## src/rtl/alu_ctrl_stage.sv

```systemverilog
// Registered, handshaked ALU-control decode stage. It maps opcode/funct3/funct7 to an ALU op code,
// optionally decodes RV32M, holds M ops for a fixed latency, and supports stall and flush.
module alu_ctrl_stage #(
  parameter int unsigned ALUOP_W  = 5,
  parameter bit          ENABLE_M = 1'b1,
  parameter int unsigned MUL_LAT  = 3,
  parameter int unsigned DIV_LAT  = 33
) (
  input  logic               clk,
  input  logic               reset_n,
  input  logic               flush,
  input  logic               in_valid,
  output logic               in_ready,
  input  logic [6:0]         opcode,
  input  logic [2:0]         funct3,
  input  logic [6:0]         funct7,
  output logic               out_valid,
  input  logic               out_ready,
  output logic [ALUOP_W-1:0] alu_op,
  output logic               is_muldiv,
  output logic               illegal
);

  localparam int unsigned MAX_LAT = (MUL_LAT > DIV_LAT) ? MUL_LAT : DIV_LAT;
  localparam int unsigned CNT_W   = (MAX_LAT > 1) ? $clog2(MAX_LAT) : 1;
  localparam logic [CNT_W-1:0] MUL_LOAD = CNT_W'(MUL_LAT - 1);
  localparam logic [CNT_W-1:0] DIV_LOAD = CNT_W'(DIV_LAT - 1);

  localparam logic [6:0] OPC_NOOP      = 7'b0000000;
  localparam logic [6:0] OPC_LUI       = 7'b0110111;
  localparam logic [6:0] OPC_AUIPC     = 7'b0010111;
  localparam logic [6:0] OPC_JAL       = 7'b1101111;
  localparam logic [6:0] OPC_JALR      = 7'b1100111;
  localparam logic [6:0] OPC_BRANCH    = 7'b1100011;
  localparam logic [6:0] OPC_LOAD      = 7'b0000011;
  localparam logic [6:0] OPC_STORE     = 7'b0100011;
  localparam logic [6:0] OPC_ARI_ITYPE = 7'b0010011;
  localparam logic [6:0] OPC_ARI_RTYPE = 7'b0110011;

  localparam logic [6:0] F7_BASE = 7'b0000000;
  localparam logic [6:0] F7_ALT  = 7'b0100000;
  localparam logic [6:0] F7_MD   = 7'b0000001;

  localparam logic [3:0] ALU_ADD    = 4'd0;
  localparam logic [3:0] ALU_SUB    = 4'd1;
  localparam logic [3:0] ALU_AND    = 4'd2;
  localparam logic [3:0] ALU_OR     = 4'd3;
  localparam logic [3:0] ALU_XOR    = 4'd4;
  localparam logic [3:0] ALU_SLT    = 4'd5;
  localparam logic [3:0] ALU_SLL    = 4'd6;
  localparam logic [3:0] ALU_SLTU   = 4'd7;
  localparam logic [3:0] ALU_SRL    = 4'd8;
  localparam logic [3:0] ALU_SRA    = 4'd9;
  localparam logic [3:0] ALU_COPY_B = 4'd11;
  localparam logic [3:0] ALU_XXX    = 4'd15;

  typedef enum logic [1:0] {S_IDLE, S_BUSY, S_FULL} state_e;

  state_e             state_q, state_d;
  logic [CNT_W-1:0]   cnt_q, cnt_d;
  logic [ALUOP_W-1:0] alu_op_q, alu_op_d;
  logic               is_muldiv_q, is_muldiv_d;
  logic               illegal_q, illegal_d;

  logic [4:0] dec_op;
  logic       dec_md;
  logic       dec_ill;
  logic       accept;

  function automatic logic [3:0] base_op(input logic [2:0] f3);
    case (f3)
      3'b000:  base_op = ALU_ADD;
      3'b001:  base_op = ALU_SLL;
      3'b010:  base_op = ALU_SLT;
      3'b011:  base_op = ALU_SLTU;
      3'b100:  base_op = ALU_XOR;
      3'b101:  base_op = ALU_SRL;
      3'b110:  base_op = ALU_OR;
      default: base_op = ALU_AND;
    endcase
  endfunction

  // Field decode; illegal encodings collapse to ALU_XXX
  always_comb begin
    dec_op  = {1'b0, ALU_XXX};
    dec_md  = 1'b0;
    dec_ill = 1'b0;
    case (opcode)
      OPC_LUI: dec_op = {1'b0, ALU_COPY_B};
      OPC_AUIPC, OPC_BRANCH, OPC_LOAD, OPC_STORE, OPC_JAL, OPC_JALR:
        dec_op = {1'b0, ALU_ADD};
      OPC_NOOP: dec_op = {1'b0, ALU_XXX};
      OPC_ARI_RTYPE: begin
        if (funct7 == F7_BASE) begin
          dec_op = {1'b0, base_op(funct3)};
        end else if (funct7 == F7_ALT && funct3 == 3'b000) begin
          dec_op = {1'b0, ALU_SUB};
        end else if (funct7 == F7_ALT && funct3 == 3'b101) begin
          dec_op = {1'b0, ALU_SRA};
        end else if (funct7 == F7_MD && ENABLE_M) begin
          dec_op = {2'b10, funct3};
          dec_md = 1'b1;
        end else begin
          dec_ill = 1'b1;
        end
      end
      OPC_ARI_ITYPE: begin
        case (funct3)
          3'b001: begin
            if (funct7 == F7_BASE) dec_op = {1'b0, ALU_SLL};
            else dec_ill = 1'b1;
          end
          3'b101: begin
            if (funct7 == F7_BASE) dec_op = {1'b0, ALU_SRL};
            else if (funct7 == F7_ALT) dec_op = {1'b0, ALU_SRA};
            else dec_ill = 1'b1;
          end
          default: dec_op = {1'b0, base_op(funct3)};
        endcase
      end
      default: dec_ill = 1'b1;
    endcase
  end

  assign in_ready = !flush && (state_q == S_IDLE || (state_q == S_FULL && out_ready));
  assign accept   = in_valid && in_ready;

  // Next state: consume/countdown first, then a new accept overrides, flush overrides all
  always_comb begin
    state_d     = state_q;
    cnt_d       = cnt_q;
    alu_op_d    = alu_op_q;
    is_muldiv_d = is_muldiv_q;
    illegal_d   = illegal_q;
    case (state_q)
      S_BUSY: begin
        if (cnt_q == '0) state_d = S_FULL;
        else cnt_d = cnt_q - CNT_W'(1);
      end
      S_FULL: if (out_ready) state_d = S_IDLE;
      default: ;
    endcase
    if (accept) begin
      alu_op_d    = ALUOP_W'(dec_op);
      is_muldiv_d = dec_md;
      illegal_d   = dec_ill;
      if (dec_md) begin
        state_d = S_BUSY;
        cnt_d   = funct3[2] ? DIV_LOAD : MUL_LOAD;
      end else begin
        state_d = S_FULL;
        cnt_d   = '0;
      end
    end
    if (flush) begin
      state_d = S_IDLE;
      cnt_d   = '0;
    end
  end

  always_ff @(posedge clk or negedge reset_n) begin
    if (!reset_n) begin
      state_q     <= S_IDLE;
      cnt_q       <= '0;
      alu_op_q    <= ALUOP_W'(ALU_XXX);
      is_muldiv_q <= 1'b0;
      illegal_q   <= 1'b0;
    end else begin
      state_q     <= state_d;
      cnt_q       <= cnt_d;
      alu_op_q    <= alu_op_d;
      is_muldiv_q <= is_muldiv_d;
      illegal_q   <= illegal_d;
    end
  end

  assign out_valid = (state_q == S_FULL);
  assign alu_op    = alu_op_q;
  assign is_muldiv = is_muldiv_q;
  assign illegal   = illegal_q;

endmodule
```

## config.mk

```make
export PLATFORM = sky130hd
export DESIGN_NAME = alu_ctrl_stage
export DESIGN_NICKNAME = d
export VERILOG_FILES = /design/src/rtl/alu_ctrl_stage.sv
export SDC_FILE = /design/constraint.sdc
export NUM_CORES = 1
export LEC_CHECK = 0
export ABC_AREA = 1
export CAP_MARGIN = 10
export CORE_ASPECT_RATIO = 1.25
export CORE_MARGIN = 8
export CORE_UTILIZATION = 40
export CTS_CLUSTER_DIAMETER = 120
export DETAILED_ROUTE_END_ITERATION = 8
export PLACE_DENSITY = 0.67
export SYNTH_ARGS = -nofsm -noshare
export SYNTH_HDL_FRONTEND = slang
export SYNTH_SLANG_ARGS = --single-unit
export TNS_END_PERCENT = 100
```

## constraint.sdc

```tcl
create_clock -name clk -period 4.4 [get_ports clk]
set_clock_uncertainty 0.15 [all_clocks]
set_input_delay 0.44 -clock clk [delete_from_list [all_inputs] [get_ports clk]]
set_output_delay 0.44 -clock clk [all_outputs]
set_load 0.1 [all_outputs]
```

## After elaboration in Yosys (flattened, before gate mapping)

Cells that the tools add are included.

- Add/subtract/negate cells: 1
- Eq/ne operators: 22
- Muxes and demuxes: 37
- Reductions and logical operators: 18

Operators with widths:

| cell | number |
|---|---|
| two-way mux 6 bit | 6 |
| == test 7 x 6 -> 1 bit, second input constant | 4 |
| one-hot mux 4 bit (7 select lines) | 1 |
| == test 7 bit, second input constant | 3 |
| two-way mux 5 bit | 4 |
| one-hot mux 5 bit (4 select lines) | 1 |
| one-hot mux 3 bit (5 select lines) | 1 |
| == test 7 x 5 -> 1 bit, second input constant | 2 |
| logical NOT 7 bit | 2 |
| two-way mux 1 bit | 12 |
| two-way mux 2 bit | 5 |
| one-hot mux 5 bit (2 select lines) | 1 |
| == test 3 bit, second input constant | 3 |
| OR reduction 8 bit | 1 |
| == test 7 x 1 -> 1 bit, second input constant | 1 |
| == test 7 x 2 -> 1 bit, second input constant | 1 |
| == test 3 x 2 -> 1 bit, second input constant | 2 |
| logical NOT 6 bit | 1 |
| two-way mux 3 bit | 2 |
| OR reduction 6 bit | 1 |
| subtractor 6 x 1 -> 6 bit, second input constant | 1 |
| logical AND 1 bit | 5 |
| two-way mux 4 bit | 1 |
| != test 4 x 2 -> 1 bit, second input constant | 1 |
| other kinds (16) | 16 |

- Bits in registers: 15
- Input bits: 22
- Logic and storage cells: 83

## Logic depth before layout (Yosys ltp)

Gate-level depths: netlist (run 1).

- Word-level depth: 9
- Depth in mapped cells: 11
- Gate-level depth less buffers: 11

## Worst setup path after synthesis (run 1)

No wires, ideal clock.

- Kind: input port to output port
- From: input port out_ready
- To: output port in_ready
- Arrival: 1839 ps
- Required time: 3810 ps
- Path slack: 1971 ps
- Cell stages on the path: 4
- Cells stage by stage: inv_1 -> nand2_1 -> nand2_1 -> nor2_1

- Cells in the longest elaborated chain, start to end: 3

RTL lines:

| element | line | source |
|---|---|---|
| start, declared | 18 | `input logic out_ready,` |
| logical AND 1 bit | 125 | `assign in_ready = !flush && (state_q == S_IDLE \|\| (state_q == S_FULL && out_ready));` |
| logical OR 1 bit | 125 |  |
| logical AND 1 bit | 125 |  |
| end, declared | 13 | `output logic in_ready,` |

No other way between the ends.

## Worst setup path in the final report (run 1)

Ends and elaborated chain as after synthesis.

==> results of run 1 <==
-- kinds of logic after synthesis --
logic type	Yosys count	synth area share
compound gates	26	0.1122
xor+xnor	1	0.006831
fa+ha+maj	2	0.01951
buf+inv	30	0.09463
flops	15	0.2966
simple gates	122	0.4702
-- flip-flops by register name, summed over array words and instances, names as in the netlist --
name       flops
is_muldiv      1
illegal        1
cnt_q          6
alu_op         5
state_q        2
-- path summary, 6_finish.rpt --
path	start	cells after the start	end
setup / recovery	out_ready	6	in_ready
hold / removal	alu_op[0]	2	alu_op[0]
setup reg to reg	state_q[1]	6	alu_op[1]
hold reg to reg	alu_op[0]	2	alu_op[0]
max in group asynchronous	reset_n	1	cnt_q[4]
min in group asynchronous	reset_n	1	cnt_q[2]
-- area by class of cell --
cell class	count	area [sq um]	share of cell area
timing repair buffer	30	300.3	0.1806
inverter	29	110.1	0.06622
clock buffer	4	45.04	0.02709
multi-input combinational	151	780.7	0.4695
tap	37	46.29	0.02784
sequential	15	380.4	0.2287
-- per-stage QoR --
step / hold slack (ns) / util
final: 0.3219 / 0.5301
after global routing: 0.3504 / 0.5301
after CTS: 0.3267 / 0.5301
after detailed placement: 0.3160 / 0.5158
after global placement: 0.3108 / 0.5158
after floorplan: -0.005591 / -
-- synthesized netlist by cell type, types with 2 or more instances --
library cell | n | area share
nand2_1 | 52 | 0.15
o21ai_0 | 8 | 0.031
inv_1 | 19 | 0.056
or2_2 | 3 | 0.015
nor2_1 | 22 | 0.064
dfrtp_1 | 11 | 0.21
nor2_4 | 3 | 0.026
inv_2 | 9 | 0.026
nand4_1 | 4 | 0.020
o21ai_1 | 8 | 0.031
dfstp_2 | 4 | 0.082
nand2_2 | 7 | 0.034
ha_1 | 2 | 0.020
nor2_2 | 8 | 0.039
nor3_1 | 2 | 0.0078
a21oi_1 | 7 | 0.027
nand3_1 | 16 | 0.062
-- worst min-delay path, cell delays in order (launching register included) --
cell	delay (ns)
dfstp_2	0.37
nand2_1	0.05
nand2_1	0.05
-- routing by layer --
metal  share of wire  global-route usage  wire length [um]
met1            0.45              0.1458              1268
met2            0.51              0.2128              1451
met3           0.031             0.01828                89
met4           0.012             0.05139                34
met5               0                   0                 0
-- power by group --
| group | switching, mW | internal [mW] | total (mW) |
|---|---|---|---|
| logic | 0.128 | 0.0563 | 0.185 |
| registers | 0.00733 | 0.154 | 0.161 |
| clock network | 0.0465 | 0.0641 | 0.111 |
| total | 0.182 | 0.274 | 0.457 |
==> metrics.md, run 1 <==
| Metric | Value |
|---|---|
| Status | finished clean |
| DRT iter0 DRCs | 64 |
| GPL Wtd Cong | a little under 0.9 |
| Synthesis-stage register bit count | 15 |
| CTS tree | built |
| Total wire length | around 2800 um |
| Post-layout min period | about 3 ns |
| Final net count | 254 |
| Syn_nets | 220 |
| Most used DFF post-synth | dfrtp_1 |
| Vias/cell | between 4 and 5 |
| Final Slew Violations | 0 |
| Clk root buf | clkbuf_8 |
| Worst setup margin | 1.480 ns |
| Mapped Cells | 196 |
| CP max FO | 2 |
| CP Class | in -> out |
| ANT cells | 0 |
| IO Pins | 31 |
| Synth warn | 0 |
| Max VDD drop | 0.1744 mV |
| Overall Power | roughly 0.46 mW |
| Hold_buf cts | 0 |
| Die height | 79.31 um |
| DP Wirelength | 2382 um |
| Avg Synthesized Cell Area | approximately 6.5 sq um |
| Mapped Area | between 1000 and 1500 sq um |
| Pleak | roughly 0.80 nW |
| Non-Filler Instances | 266 |
| Share of layout cells above drive strength 1 | 0.2009 |
| Clk slew on worst S/H paths | around 0.060 ns |
| Worst Path Required | around 3.8 ns |
| CTS max path bufs | 2 |
| Core ar. | 3137 sq um |
| Initial antenna violation count | 0 |
| Ys async rst share | 1.000 |
| Die Wd | approximately 67 um |
| Number of gates resized after CTS | 0 |
| Final period util | 0.6637 |
| Slowest cell on the critical path | clkdlybuf4s50_1 |
| Most common cell after layout, fill and taps aside | nand2_1 |
| Clk sink count | 15 |
| TritonRoute pass-1 iters | 4 |
| Final setup fails | 0 |
| GRT Overall Usage | 0.1234 |
| Grt ovf | 0 |
| Post-CTS setup buffer count | 0 |
| Setup TNS | 0 ns |
| Pwr Density | 274.6 nW/um^2 |
| Worst Max-Slew Pin Slew | about 0.97 ns |
| Fillers | roughly 310 |
| DRC | 0 |
| RSZ-0062 raised after global routing | false |
| Yosys cell types | 28 |
| TritonCTS Buffers | 3 |
| Crit-path leading delay family | buffers and inverters |
| Post-Place Cell Area | between 1500 and 2000 sq um |
| Arrival time at the worst endpoint | 2.33 ns |
| # rows | 23 |
| CP startpoint kind | input port |
| Design area | roughly 1700 sq um |
| F_max | 342.4 MHz |
| CP endpoint kind | output pin |
| CP max stage delay | approximately 1.1 ns |
| Worst rel slew slack | 0.3489 |
| R2r setup slk | 2.79 ns |
| H-tree levels | 1 |
| Inst Count DP | roughly 260 |
| Post-synthesis sequential area ratio | 0.2966 |
| Largest net degree at the start of global routing | 16 |
| Final hold vios | 0 |
| Max Cap Viol | 0 |
| Die Footprint | about 5300 sq um |
| Area grow syn2layout | 29.66% |
| IO buf count | 30 |
| Routed Antenna Nets | 0 |
| First-pass GRT wire length | between 5000 and 6000 um |
| Post-synth EDFFs | 0 |
| Worst-skew pair later-pin latency | 0.25 ns |
| Vias | about 1,300 |
| Routed wire length per instance | around 11 um |
| Crit-path cells | clkdlybuf4s50_1, inv_1, nand2_1, nand2_1, nor2_1, clkdlybuf4s50_1 |
| Starting Density | 0.4089 |
| Commonest non-fill, non-tap cells in the layout | nand2_1, clkdlybuf4s50_1, nor2_1 |
| Worst min path class | reg -> reg |
| Dpl ws | around 1.5 ns |
| Vias in the first global route | 1,313 |
| WP buf/inv | 3 |
Power figures use the tool's default switching activity.
==> inputs of run 2 (changes only) <==
Clock period 4.4 ns to 2.99 ns, I/O delays scaled along.
==> run 2 against run 1 <==
- final cell count is the same
- wire length grew 2.2%
- register-to-register slack lost 1.4 ns
- sequential share of layout area grew 0.31 points
- sequential power grew 48%
- hold slack lost 0.0057 ns
- core utilization shrank 0.72 points
- combinational power grew 44%
- first-iteration DRC count grew 7.8%
==> metrics.md, run 2 (same netlist as run 1, synthesis figures left out) <==
| Metric | Value |
|---|---|
| ANT cells | 0 |
| Number of gates resized after CTS | 0 |
| Final hold vios | 0 |
| Status | finished clean |
| Post-CTS setup buffer count | 0 |
| RSZ-0062 raised after global routing | false |
| H-tree levels | 1 |
| Final Slew Violations | 0 |
| Commonest non-fill, non-tap cells in the layout | nand2_1, nor2_1, clkdlybuf4s50_1 |
| IO Pins | 31 |
| GRT Overall Usage | 0.1194 |
| CTS tree | built |
| Fillers | around 320 |
| Clk slew on worst S/H paths | roughly 0.060 ns |
| Routed wire length per instance | ~11 um |
| TritonRoute pass-1 iters | 4 |
| DRT iter0 DRCs | 69 |
| DRC | 0 |
| Worst Max-Slew Pin Slew | around 0.68 ns |
| CP endpoint kind | output pin |
| Area grow syn2layout | 27.90% |
| Die Wd | 66.65 um |
| Clk root buf | clkbuf_8 |
| Vias | about 1,300 |
| Die Footprint | around 5300 sq um |
| Most common cell after layout, fill and taps aside | nand2_1 |
| CP startpoint kind | input port |
| Die height | 79.31 um |
| First-pass GRT wire length | approximately 5300 um |
| Routed Antenna Nets | 0 |
| Worst rel slew slack | 0.5446 |
| Vias in the first global route | roughly 1,300 |
| Worst Path Required | about 2.5 ns |
| Share of layout cells above drive strength 1 | 0.2402 |
| Max Cap Viol | 0 |
| CTS max path bufs | 2 |
| CP max FO | 2 |
| CP Class | in -> out |
| IO buf count | 30 |
| WHS | 0.3163 ns |
| Final period util | 0.6068 |
| Clk sink count | 15 |
| Largest Register | cnt_q |
| Setup TNS | 0 ns |
| Worst-skew pair later-pin latency | about 0.24 ns |
| DP Wirelength | about 2400 um |
| Initial antenna violation count | 0 |
| Starting Density | 0.4089 |
| Final net count | 254 |
| Grt ovf | 0 |
| Core ar. | roughly 3100 sq um |
| Non-Filler Instances | around 270 |
| Total wire length | ~2900 um |
| Area used by multi-input combinational logic | approximately 780 sq um |
| Largest net degree at the start of global routing | 16 |
| F_max | 551.2 MHz |
| Post-layout min period | roughly 1.8 ns |
| Inst Count DP | approximately 260 |
| Area occupied by registers | between 300 and 400 sq um |
| Pleak | between 0.8 and 0.9 nW |
| GPL Wtd Cong | roughly 0.9 |
| Post-Place Cell Area | ~1600 sq um |
| Worst min path class | in -> async |
| Hold_buf cts | 0 |
| # rows | 23 |
| Arrival time at the worst endpoint | about 1.4 ns |
| Max VDD drop | around 0.24 mV |
| Number of flip-flops in the largest register | 6 |
| Design area | 1640 sq um |
| Vias/cell | approximately 4.9 |
| Pwr Density | slightly above 400 nW/um^2 |
| Final setup fails | 0 |
| TritonCTS Buffers | 3 |
==> run 2: changes by cell type in the layout (fill, tap and decap cells not counted), sizes merged <==
cell,before,now
buf,0,9
clkdlybuf4s50,30,21
==> run 2: report_power, final <==
part | internal, mW | switching, mW | total, mW
sequential | 0.227 | 0.0120 | 0.239
clock | 0.0942 | 0.0660 | 0.160
combinational | 0.0777 | 0.189 | 0.267
==> run 2: stage by stage <==
step / utilization / power, mW / setup slack (ns)
after floorplan: - / 0.4348 / 0.6387
after global placement: 0.5086 / 0.5102 / 1.019
after detailed placement: 0.5086 / 0.5106 / 0.9680
after CTS: 0.5229 / 0.6749 / 1.169
after global routing: 0.5229 / 0.7058 / 1.067
final: 0.5229 / 0.6661 / 1.176
==> run 2: area by class of cell <==
| type | instances | area share |
|---|---|---|
| clock buffer | 4 | 0.02746 |
| multi-input combinational | 151 | 0.4760 |
| inverter | 29 | 0.06712 |
| tap | 37 | 0.02822 |
| sequential | 15 | 0.2319 |
| timing repair buffer | 30 | 0.1693 |
==> run 2: final timing paths <==
kind / startpoint / endpoint / slack, ns / depth (start not counted)
max: out_ready / in_ready / 1.18 / 6
max in group asynchronous: reset_n / illegal / 1.94 / 1
min reg2reg: alu_op[0] / alu_op[0] / 0.32 / 2
min in group clk: alu_op[0] / alu_op[0] / 0.32 / 2
min: reset_n / state_q[1] / 0.32 / 1
max reg2reg: state_q[1] / illegal / 1.41 / 6
==> run 2: per-layer routing <==
metal,share of wire,routed length [um],track usage,vias to the layer above
met2,0.50,1453,0.2033,28
met1,0.44,1291,0.1416,568
met3,0.036,105,0.01828,7
met4,0.019,56,0.05353,0
li1,-,-,-,690
met5,0,0,0,-
==> run 2: worst max-delay path, stage by stage <==
cell	delay, ns
clkdlybuf4s50_1	0.48
inv_1	0.04
nand2_1	0.09
nand2_1	0.06
nor2_1	0.09
buf_4	0.30
